<file path="config.mk">
export PLATFORM = sky130hd
export DESIGN_NAME = pixel_reconstruct_multi
export DESIGN_NICKNAME = d
export VERILOG_FILES = /design/src/rtl/pixel_recon_pkg.sv /design/src/rtl/pixel_reconstruct_multi_cam_input_sync.sv /design/src/rtl/pixel_reconstruct_multi.sv
export SDC_FILE = /design/constraint.sdc
export NUM_CORES = 1
export LEC_CHECK = 0
export ABC_CLOCK_PERIOD_IN_PS = 5700
export CORE_MARGIN = 1.5
export CORE_UTILIZATION = 31
export CTS_CLUSTER_SIZE = 12
export DETAILED_ROUTE_END_ITERATION = 6
export PLACE_DENSITY_LB_ADDON = 0.1
export SETUP_SLACK_MARGIN = 0.05
export SKIP_CTS_REPAIR_TIMING = 1
export SLEW_MARGIN = 20
export SYNTH_ARGS = -nofsm -noshare
export SYNTH_HDL_FRONTEND = slang
export SYNTH_HIERARCHICAL = 1
export SYNTH_SLANG_ARGS = --single-unit
</file>
<file path="constraint.sdc">
create_clock -name clk_in -period 5.7 [get_ports clk_in]
set_input_delay 0.855 -clock clk_in [delete_from_list [all_inputs] [get_ports clk_in]]
set_output_delay 0.855 -clock clk_in [all_outputs]
set_load 0.01 [all_outputs]
</file>
<file path="src/rtl/pixel_recon_pkg.sv">
// Shared types and helpers for the camera pixel reconstruction blocks.
// Holds the byte-order enum and the bit-slice offset helper for pixel assembly.
package pixel_recon_pkg;

  localparam int MAX_BYTES_PER_PIXEL = 4;

  typedef enum logic {
    BYTE_MSB_FIRST = 1'b0,
    BYTE_LSB_FIRST = 1'b1
  } byte_order_t;

  // Low bit of the slice that byte k of a pixel occupies.
  function automatic int byte_offset(input int k, input byte_order_t order,
                                     input int data_w, input int bpp);
    return (order == BYTE_LSB_FIRST) ? k * data_w : (bpp - 1 - k) * data_w;
  endfunction

endpackage

</file>
<file path="src/rtl/pixel_reconstruct_multi_cam_input_sync.sv">
// Multi-stage synchroniser for a DVP camera bus with a pclk rising-edge sample strobe.
// hs/vs/data come from the same stage as pclk so they stay aligned with the strobe.
module cam_input_sync #(
  parameter int DATA_WIDTH  = 8,
  parameter int SYNC_STAGES = 2
) (
  input  logic                  clk,
  input  logic                  rst_n,
  input  logic                  pclk,
  input  logic                  hs,
  input  logic                  vs,
  input  logic [DATA_WIDTH-1:0] data,
  output logic                  hs_sync,
  output logic                  vs_sync,
  output logic [DATA_WIDTH-1:0] data_sync,
  output logic                  sample_valid
);

  logic [SYNC_STAGES-1:0] pclk_sr;
  logic [SYNC_STAGES-1:0] hs_sr;
  logic [SYNC_STAGES-1:0] vs_sr;
  logic [DATA_WIDTH-1:0]  data_sr [SYNC_STAGES];
  logic                   pclk_prev;

  always_ff @(posedge clk) begin
    if (!rst_n) begin
      pclk_sr   <= '0;
      hs_sr     <= '0;
      vs_sr     <= '0;
      pclk_prev <= 1'b0;
      for (int i = 0; i < SYNC_STAGES; i++) data_sr[i] <= '0;
    end else begin
      pclk_sr    <= {pclk_sr[SYNC_STAGES-2:0], pclk};
      hs_sr      <= {hs_sr[SYNC_STAGES-2:0], hs};
      vs_sr      <= {vs_sr[SYNC_STAGES-2:0], vs};
      data_sr[0] <= data;
      for (int i = 1; i < SYNC_STAGES; i++) data_sr[i] <= data_sr[i-1];
      pclk_prev  <= pclk_sr[SYNC_STAGES-1];
    end
  end

  assign hs_sync      = hs_sr[SYNC_STAGES-1];
  assign vs_sync      = vs_sr[SYNC_STAGES-1];
  assign data_sync    = data_sr[SYNC_STAGES-1];
  assign sample_valid = pclk_sr[SYNC_STAGES-1] & ~pclk_prev;

endmodule

</file>
<file path="src/rtl/pixel_reconstruct_multi.sv">
// DVP camera byte-to-pixel reconstructor: assembles BYTES_PER_PIXEL bytes per pixel with h/v coordinates.
// Optional 2x decimation is compiled in with `define PIXEL_DECIMATE_EN.
module pixel_reconstruct_multi
  import pixel_recon_pkg::*;
#(
  parameter int HCOUNT_WIDTH    = 11,
  parameter int VCOUNT_WIDTH    = 10,
  parameter int DATA_WIDTH      = 8,
  parameter int BYTES_PER_PIXEL = 2,
  parameter int SYNC_STAGES     = 2,
  localparam int PIXEL_WIDTH    = DATA_WIDTH * BYTES_PER_PIXEL
) (
  input  logic                    clk_in,
  input  logic                    rst_in,
  input  logic                    camera_pclk_in,
  input  logic                    camera_hs_in,
  input  logic                    camera_vs_in,
  input  logic [DATA_WIDTH-1:0]   camera_data_in,
  input  logic                    swap_in,
  input  logic                    decim_en_in,
  output logic                    pixel_valid_out,
  output logic [HCOUNT_WIDTH-1:0] pixel_hcount_out,
  output logic [VCOUNT_WIDTH-1:0] pixel_vcount_out,
  output logic [PIXEL_WIDTH-1:0]  pixel_data_out,
  output logic                    frame_start_out,
  output logic [HCOUNT_WIDTH-1:0] line_length_out,
  output logic                    partial_err_out
);

  localparam int CNT_W = $clog2(MAX_BYTES_PER_PIXEL);
  localparam logic [CNT_W-1:0] LAST_BYTE = CNT_W'(BYTES_PER_PIXEL - 1);

  logic                    hs_sync;
  logic                    vs_sync;
  logic [DATA_WIDTH-1:0]   data_sync;
  logic                    sample_valid;

  logic [CNT_W-1:0]        byte_cnt;
  logic [HCOUNT_WIDTH-1:0] hcount;
  logic [VCOUNT_WIDTH-1:0] vcount;
  logic [PIXEL_WIDTH-1:0]  asm_q;
  logic [PIXEL_WIDTH-1:0]  asm_next;
  byte_order_t             order_q;
  byte_order_t             order_eff;
  logic                    hs_prev;
  logic                    first_pix;

  logic                    emit;
  logic [HCOUNT_WIDTH-1:0] h_out;
  logic [VCOUNT_WIDTH-1:0] v_out;
  logic [HCOUNT_WIDTH-1:0] len_out;

  cam_input_sync #(
    .DATA_WIDTH (DATA_WIDTH),
    .SYNC_STAGES(SYNC_STAGES)
  ) u_sync (
    .clk         (clk_in),
    .rst_n       (rst_in),
    .pclk        (camera_pclk_in),
    .hs          (camera_hs_in),
    .vs          (camera_vs_in),
    .data        (camera_data_in),
    .hs_sync     (hs_sync),
    .vs_sync     (vs_sync),
    .data_sync   (data_sync),
    .sample_valid(sample_valid)
  );

  // Byte order is latched on byte 0 and held for the rest of the pixel.
  always_comb begin
    order_eff = (byte_cnt == '0) ? byte_order_t'(swap_in) : order_q;
    asm_next  = asm_q;
    for (int k = 0; k < BYTES_PER_PIXEL; k++) begin
      if (byte_cnt == CNT_W'(k)) begin
        if (order_eff == BYTE_LSB_FIRST)
          asm_next[byte_offset(k, BYTE_LSB_FIRST, DATA_WIDTH, BYTES_PER_PIXEL) +: DATA_WIDTH] = data_sync;
        else
          asm_next[byte_offset(k, BYTE_MSB_FIRST, DATA_WIDTH, BYTES_PER_PIXEL) +: DATA_WIDTH] = data_sync;
      end
    end
  end

`ifdef PIXEL_DECIMATE_EN
  logic                    decim_q;
  logic [HCOUNT_WIDTH-1:0] hcount_inc;

  // Tracks decim_en_in while vs is low, so the frame uses the value present at vs rise.
  always_ff @(posedge clk_in) begin
    if (!rst_in)       decim_q <= 1'b0;
    else if (!vs_sync) decim_q <= decim_en_in;
  end

  assign hcount_inc = hcount + 1'b1;
  assign emit       = !decim_q || (!hcount[0] && !vcount[0]);
  assign h_out      = decim_q ? (hcount >> 1) : hcount;
  assign v_out      = decim_q ? (vcount >> 1) : vcount;
  assign len_out    = decim_q ? (hcount_inc >> 1) : hcount;
`else
  logic unused_decim;
  assign unused_decim = decim_en_in;
  assign emit         = 1'b1;
  assign h_out        = hcount;
  assign v_out        = vcount;
  assign len_out      = hcount;
`endif

  always_ff @(posedge clk_in) begin
    if (!rst_in) begin
      pixel_valid_out  <= 1'b0;
      pixel_hcount_out <= '0;
      pixel_vcount_out <= '0;
      pixel_data_out   <= '0;
      frame_start_out  <= 1'b0;
      line_length_out  <= '0;
      partial_err_out  <= 1'b0;
      byte_cnt         <= '0;
      hcount           <= '0;
      vcount           <= '0;
      asm_q            <= '0;
      order_q          <= BYTE_MSB_FIRST;
      hs_prev          <= 1'b0;
      first_pix        <= 1'b1;
    end else begin
      pixel_valid_out <= 1'b0;
      frame_start_out <= 1'b0;
      partial_err_out <= 1'b0;
      if (sample_valid) begin
        hs_prev <= hs_sync;
        if (!vs_sync) begin
          // Outside the frame: drop any partial pixel and arm the frame-start flag.
          byte_cnt  <= '0;
          hcount    <= '0;
          vcount    <= '0;
          first_pix <= 1'b1;
        end else if (hs_sync) begin
          asm_q <= asm_next;
          if (byte_cnt == '0) order_q <= order_eff;
          if (byte_cnt == LAST_BYTE) begin
            byte_cnt <= '0;
            hcount   <= hcount + 1'b1;
            if (emit) begin
              pixel_valid_out  <= 1'b1;
              pixel_data_out   <= asm_next;
              pixel_hcount_out <= h_out;
              pixel_vcount_out <= v_out;
              frame_start_out  <= first_pix;
              first_pix        <= 1'b0;
            end
          end else begin
            byte_cnt <= byte_cnt + 1'b1;
          end
        end else begin
          byte_cnt <= '0;
          if (hs_prev) begin
            line_length_out <= len_out;
            vcount          <= vcount + 1'b1;
            hcount          <= '0;
            partial_err_out <= (byte_cnt != '0);
          end
        end
      end
    end
  end

endmodule
</file>
==> results of run 1 <==
[critical path: stages]
cell	delay, ps
clkdlybuf4s50_1	440
nor2b_1	190
nor3_2	740
mux2i_1	300
a21oi_1	90
[final cells by class]
type	count	area (µm²)
tap	184	230
multi-input combinational	320	2050
inverter	5	18.8
sequential	116	2320
clock buffer	23	498
fill	1440	8570
timing repair buffer	68	686
clock inverter	9	100
[layer usage]
layer  vias to the layer above  global-route usage [%]
li1                       1727                       -
met1                      1539                    16.5
met2                        79                    19.7
met3                        10                    5.15
met4                         0                    5.00
met5                         -                       0
[placed cells by master, fill, tap and decap left out, types with 3 or more instances in the layout]
master | netlist | layout
dfxtp_1 | 116 | 116
nand2_1 | 75 | 75
clkdlybuf4s50_1 | 0 | 63
mux2i_1 | 37 | 37
a21boi_0 | 34 | 34
nor2b_1 | 26 | 25
a21oi_1 | 25 | 25
o21ai_0 | 22 | 22
clkbuf_16 | 0 | 17
and2_2 | 17 | 17
nor2_1 | 11 | 11
and2_1 | 8 | 8
xnor2_1 | 7 | 7
nand3_1 | 6 | 6
inv_1 | 5 | 5
nand4_1 | 5 | 5
clkinv_2 | 0 | 5
clkbuf_8 | 0 | 5
and3_1 | 4 | 4
o31ai_1 | 4 | 4
or3_1 | 4 | 4
nand2b_1 | 3 | 3
or4_1 | 3 | 3
buf_4 | 8 | 3
[worst paths after layout]
kind | depth (start not counted) | to | slack, ps | startpoint
worst max-delay path | 5 | pixel_data_out[10] | 3380 | swap_in
worst max register to register | 4 | asm_q[8] | 3510 | u_sync/vs_sr[1]
worst min-delay path | 1 | u_sync/data_sr[0][15] | 430 | u_sync/data_sr[0][7]
worst min register to register | 1 | u_sync/data_sr[0][15] | 430 | u_sync/data_sr[0][7]
[report_power, final]
group,internal [mW],leakage [nW],switching (mW)
Combinational,0.0234,0.787,0.0225
Sequential,0.819,0.939,0.00509
Clock,0.697,0.295,0.358
Total,1.54,2.02,0.385
[logic make-up after synthesis]
family          after synthesis  share of synthesized area (%)
simple gates                173                           20.1
flops                       116                           50.7
compound gates               99                           14.2
buf+inv                      39                           4.62
mux                          37                           8.09
xor+xnor                      9                           1.72
fa+ha+maj                     2                          0.546
[state kept, by name, summed over array words and instances, names as in the netlist]
name / count
u_sync/data_sr: 16
u_sync/vs_sr: 2
asm_q: 16
first_pix: 1
frame_start_out: 1
v_out: 10
line_length_out: 11
pixel_vcount_out: 10
u_sync/pclk_prev: 1
order_q: 1
u_sync/hs_sr: 2
hs_prev: 1
partial_err_out: 1
pixel_hcount_out: 11
h_out: 11
u_sync/pclk_sr: 2
pixel_valid_out: 1
byte_cnt: 2
pixel_data_out: 16
==> results.json, run 1 <==
{
  "cp-end-kind": "flip-flop",
  "synth_ff_type": "dfxtp_1",
  "dieArea_mm2": 0.0155,
  "worst_pin_slew_ps": 947,
  "cts_buffers": 17,
  "clk_latency_ps": 410,
  "port-buffer-count": 64,
  "route.detailed.drc": 0,
  "synth_edf_count": 0,
  "yosys_warnings": 6,
  "max_freq_mhz": 431,
  "synth_area_mm2": 0.00458,
  "die_h_um": 125,
  "finalHoldWorstSlack_ps": 433,
  "p_leak_nw": 2.02,
  "synth.most_common_cell": "dfxtp_1",
  "syn-num-nets": 492,
  "io_pins": 66,
  "wl_met1_um": 4680,
  "place.gp.congestion": 0.707,
  "rows": 44,
  "synth_common_cells": "116 x dfxtp_1, 75 x nand2_1, 37 x mux2i_1",
  "design_area_mm2": 0.00591,
  "ir_drop_mv": 0.207,
  "worstSetupPathType": "in -> reg",
  "finalCritPeriodShare_pct": 40.7,
  "areaGrowthSynthToFinish_pct": 29.0,
  "dp_cells": 693,
  "cts_tree": "yes",
  "dieWidth_um": 125,
  "timing.setup.tns_ps": 0,
  "drv_cap": 0,
  "track_usage_pct": 13.0,
  "clk_path_buf_depth": 2,
  "root_buffer": "clkbuf_16",
  "slew_headroom_pct": 36.5,
  "grt_pass1_wl_um": 16000,
  "startpoint_type": "primary input",
  "top_layer": "met4",
  "start_util_pct": 31.6,
  "synth-seq-cells": 116,
  "grt_overflow": 0,
  "setup_viol": 0,
  "vias": 3355,
  "nets": 545,
  "ys_seq_area_share_pct": 50.7,
  "ys_async_sr_fraction_pct": 0,
  "htreeDepth": 4,
  "dpl_cell_area_mm2": 0.00531,
  "yosys.area.top_type": "dfxtp_1",
  "finClkSkew_ps": 6.68,
  "worst_slack_ps": 3380,
  "power_density_mw_per_mm2": 326,
  "rsz0062_at_grt": "no",
  "antenna_found_initial": 0,
  "cts_num_sinks": 116,
  "met3_length_um": 452,
  "utilization_pct": 40.8,
  "clkSlewWorstSetupHoldPaths_ps": 50,
  "wirelength_um": 9620,
  "status": "finished, final reports clean",
  "synth_top_cell_area_share_pct": 50.7,
  "finalPower_mw": 1.92,
  "synth_cell_types": 45,
  "synth_area_leaders": "dfxtp_1 51%, mux2i_1 8.1%, nand2_1 6.1%",
  "postRouteAntennaNets": 0,
  "final_cells": 725,
  "wl_per_cell_um": 13.3,
  "syn_inst": 475,
  "finalHoldViolCount": 0,
  "drive_gt1_share_pct": 11.5,
  "syn_avg_cell_area_um2": 9.64,
  "route.met2.wl_um": 4340,
  "grt_pass1_vias": 3159,
  "maxSlewViolCount": 0,
  "worstPathArrival_ps": 2620,
  "routed_via_density": 4.63,
  "dp_hpwl_um": 6290,
  "grt_max_degree": 60,
  "worst-path-max-fanout": 8,
  "dp_slack_ps": 2910,
  "insertedDiodeCount": 0,
  "worstPathRequired_ps": 5990,
  "drtPass1Iterations": 4,
  "core_mm2": 0.0145,
  "min_period_ps": 2320,
  "hold_class": "reg -> reg",
  "drt_iter0_drc": 143
}
Note: power is estimated with default switching activity, not from simulation.
==> run 2, diff against run 1 <==
- ABC_CLOCK_PERIOD_IN_PS: 5700 -> 2400
- clock period: 5.7 -> 2.4 ns (I/O delays scaled with it)
==> results.json, run 2 (synthesis gave the netlist of run 1 again) <==
{
  "slew_headroom_pct": 40.1,
  "startpoint_type": "flip-flop",
  "mostFrequentLayoutCells": "116 x dfxtp_1, 75 x nand2_1, 63 x clkdlybuf4s50_1",
  "utilization_pct": 40.9,
  "power_frac_clock_pct": 52.5,
  "finClkSkew_ps": 9.06,
  "mostFrequentLayoutCell": "dfxtp_1",
  "finalCritPeriodShare_pct": 81.7,
  "min_period_ps": 1960,
  "wirelength_um": 9690,
  "design_area_mm2": 0.00592,
  "power_frac_seq_pct": 44.8,
  "final_cells": 734,
  "worstSetupPathType": "reg -> reg",
  "routed_via_density": 4.61,
  "power_switching_mw": 0.922,
  "p_int_mw": 3.45,
  "worstPathArrival_ps": 2300,
  "status": "finished, final reports clean",
  "nets": 554,
  "cp-end-kind": "flip-flop",
  "root_buffer": "clkbuf_16",
  "route.detailed.drc": 0,
  "place.gp.congestion": 0.700,
  "dp_hpwl_um": 6370,
  "dp_cells": 702,
  "drt_iter0_drc": 114,
  "cts_num_sinks": 116,
  "grt_max_degree": 74,
  "clkSlewWorstSetupHoldPaths_ps": 50,
  "max_freq_mhz": 510,
  "drv_cap": 0,
  "postRouteAntennaNets": 0,
  "cts_tree": "yes",
  "antenna_found_initial": 0,
  "timing.setup.tns_ps": 0,
  "finalHoldViolCount": 0,
  "sw_frac_of_total_pct": 21.1,
  "areaGrowthSynthToFinish_pct": 29.3,
  "drtPass1Iterations": 4,
  "holdPathStages": 2,
  "combPwrFrac_pct": 2.7,
  "worst-path-max-fanout": 48,
  "grt_overflow": 0,
  "cts_buffers": 17,
  "maxSlewViolCount": 0,
  "ir_drop_mv": 0.410,
  "grt_pass1_vias": 3284,
  "hold_class": "in -> reg",
  "wl_per_cell_um": 13.2,
  "rows": 44,
  "dieWidth_um": 125,
  "drive_gt1_share_pct": 12.2,
  "htreeDepth": 4,
  "start_util_pct": 31.6,
  "rsz0062_at_grt": "no",
  "n_fill_cell": 1448,
  "dpl_cell_area_mm2": 0.00538,
  "worst_pin_slew_ps": 894,
  "io_pins": 66,
  "worstPathRequired_ps": 2740,
  "port-buffer-count": 64,
  "p_leak_nw": 2.03,
  "finalPower_mw": 4.37,
  "grt_pass1_wl_um": 16500,
  "core_mm2": 0.0145,
  "setup_viol": 0,
  "rr_worst_depth": 6,
  "dieArea_mm2": 0.0155,
  "vias": 3386,
  "clk_latency_ps": 410,
  "reg.largest.list": "asm_q: 16 flops, pixel_data_out: 16 flops, u_sync/data_sr: 16 flops",
  "track_usage_pct": 13.4,
  "power_density_mw_per_mm2": 738,
  "clk_path_buf_depth": 2,
  "die_h_um": 125,
  "insertedDiodeCount": 0
}
run 2: cell types whose count changed in the layout (fill, tap and decap cells not counted):
| cell | change |
|---|---|
| buf_4 | +8 |
| clkbuf_1 | +4 |
| clkbuf_8 | -4 |
| buf_12 | +2 |
| buf_16 | -1 |
| bufinv_16 | -1 |
| clkinv_2 | -1 |
| clkinv_4 | +1 |
| clkinvlp_4 | +1 |
run 2: per-stage QoR:
stage                     setup WS, ps  hold slack [ps]
final                              439              330
after detailed placement           235              423
after floorplan                    605              412
after global routing               154              324
after global placement             210              421
after CTS                          327              315
run 2: power by group through the flow:
stage | clock network (mW) | registers, mW | logic [mW]
5_1_grt | 2.46 | 1.96 | 0.128
4_1_cts | 2.36 | 1.96 | 0.119
3_3_place_gp | 0 | 2.00 | 0.119
3_5_place_dp | 0 | 2.00 | 0.119
6_report | 2.29 | 1.96 | 0.117
2_1_floorplan | 0 | 1.99 | 0.0878
run 2: per-layer routing:
layer  up-vias  global-route usage (%)  part of all wire, %
met2        54                    21.0                   46
met5         -                       0                    0
met1      1569                    16.6                   49
li1       1746                       -                    -
met3        17                    4.30                  3.5
met4         0                    6.49                  2.0
run 2: area by class of cell:
cell class / count / area (µm²) / share of cell area [%]
clock buffers: 23 / 458 / 7.73
clock inverters: 9 / 81.3 / 1.37
inverters: 5 / 18.8 / 0.317
multi-input cells: 320 / 2050 / 34.7
flip-flops and latches: 116 / 2320 / 39.2
well taps: 184 / 230 / 3.89
repair buffers: 77 / 758 / 12.8
run 2: worst paths after layout:
path / startpoint / endpoint / slack (ps)
worst max-delay path: u_sync/pclk_sr[1] / pixel_hcount_out[8] / 440
worst min-delay path: rst_in / v_out[1] / 330
worst max register to register: u_sync/pclk_sr[1] / pixel_hcount_out[8] / 440
worst min register to register: u_sync/data_sr[0][5] / u_sync/data_sr[0][13] / 430
run 2: critical path, cell delays in order (launching register included):
cell and delay (ps):
dfxtp_1 310, nor2b_1 410, nand3_2 310, nor2b_4 330, buf_12 260, nand2_1 110
a21boi_0 150
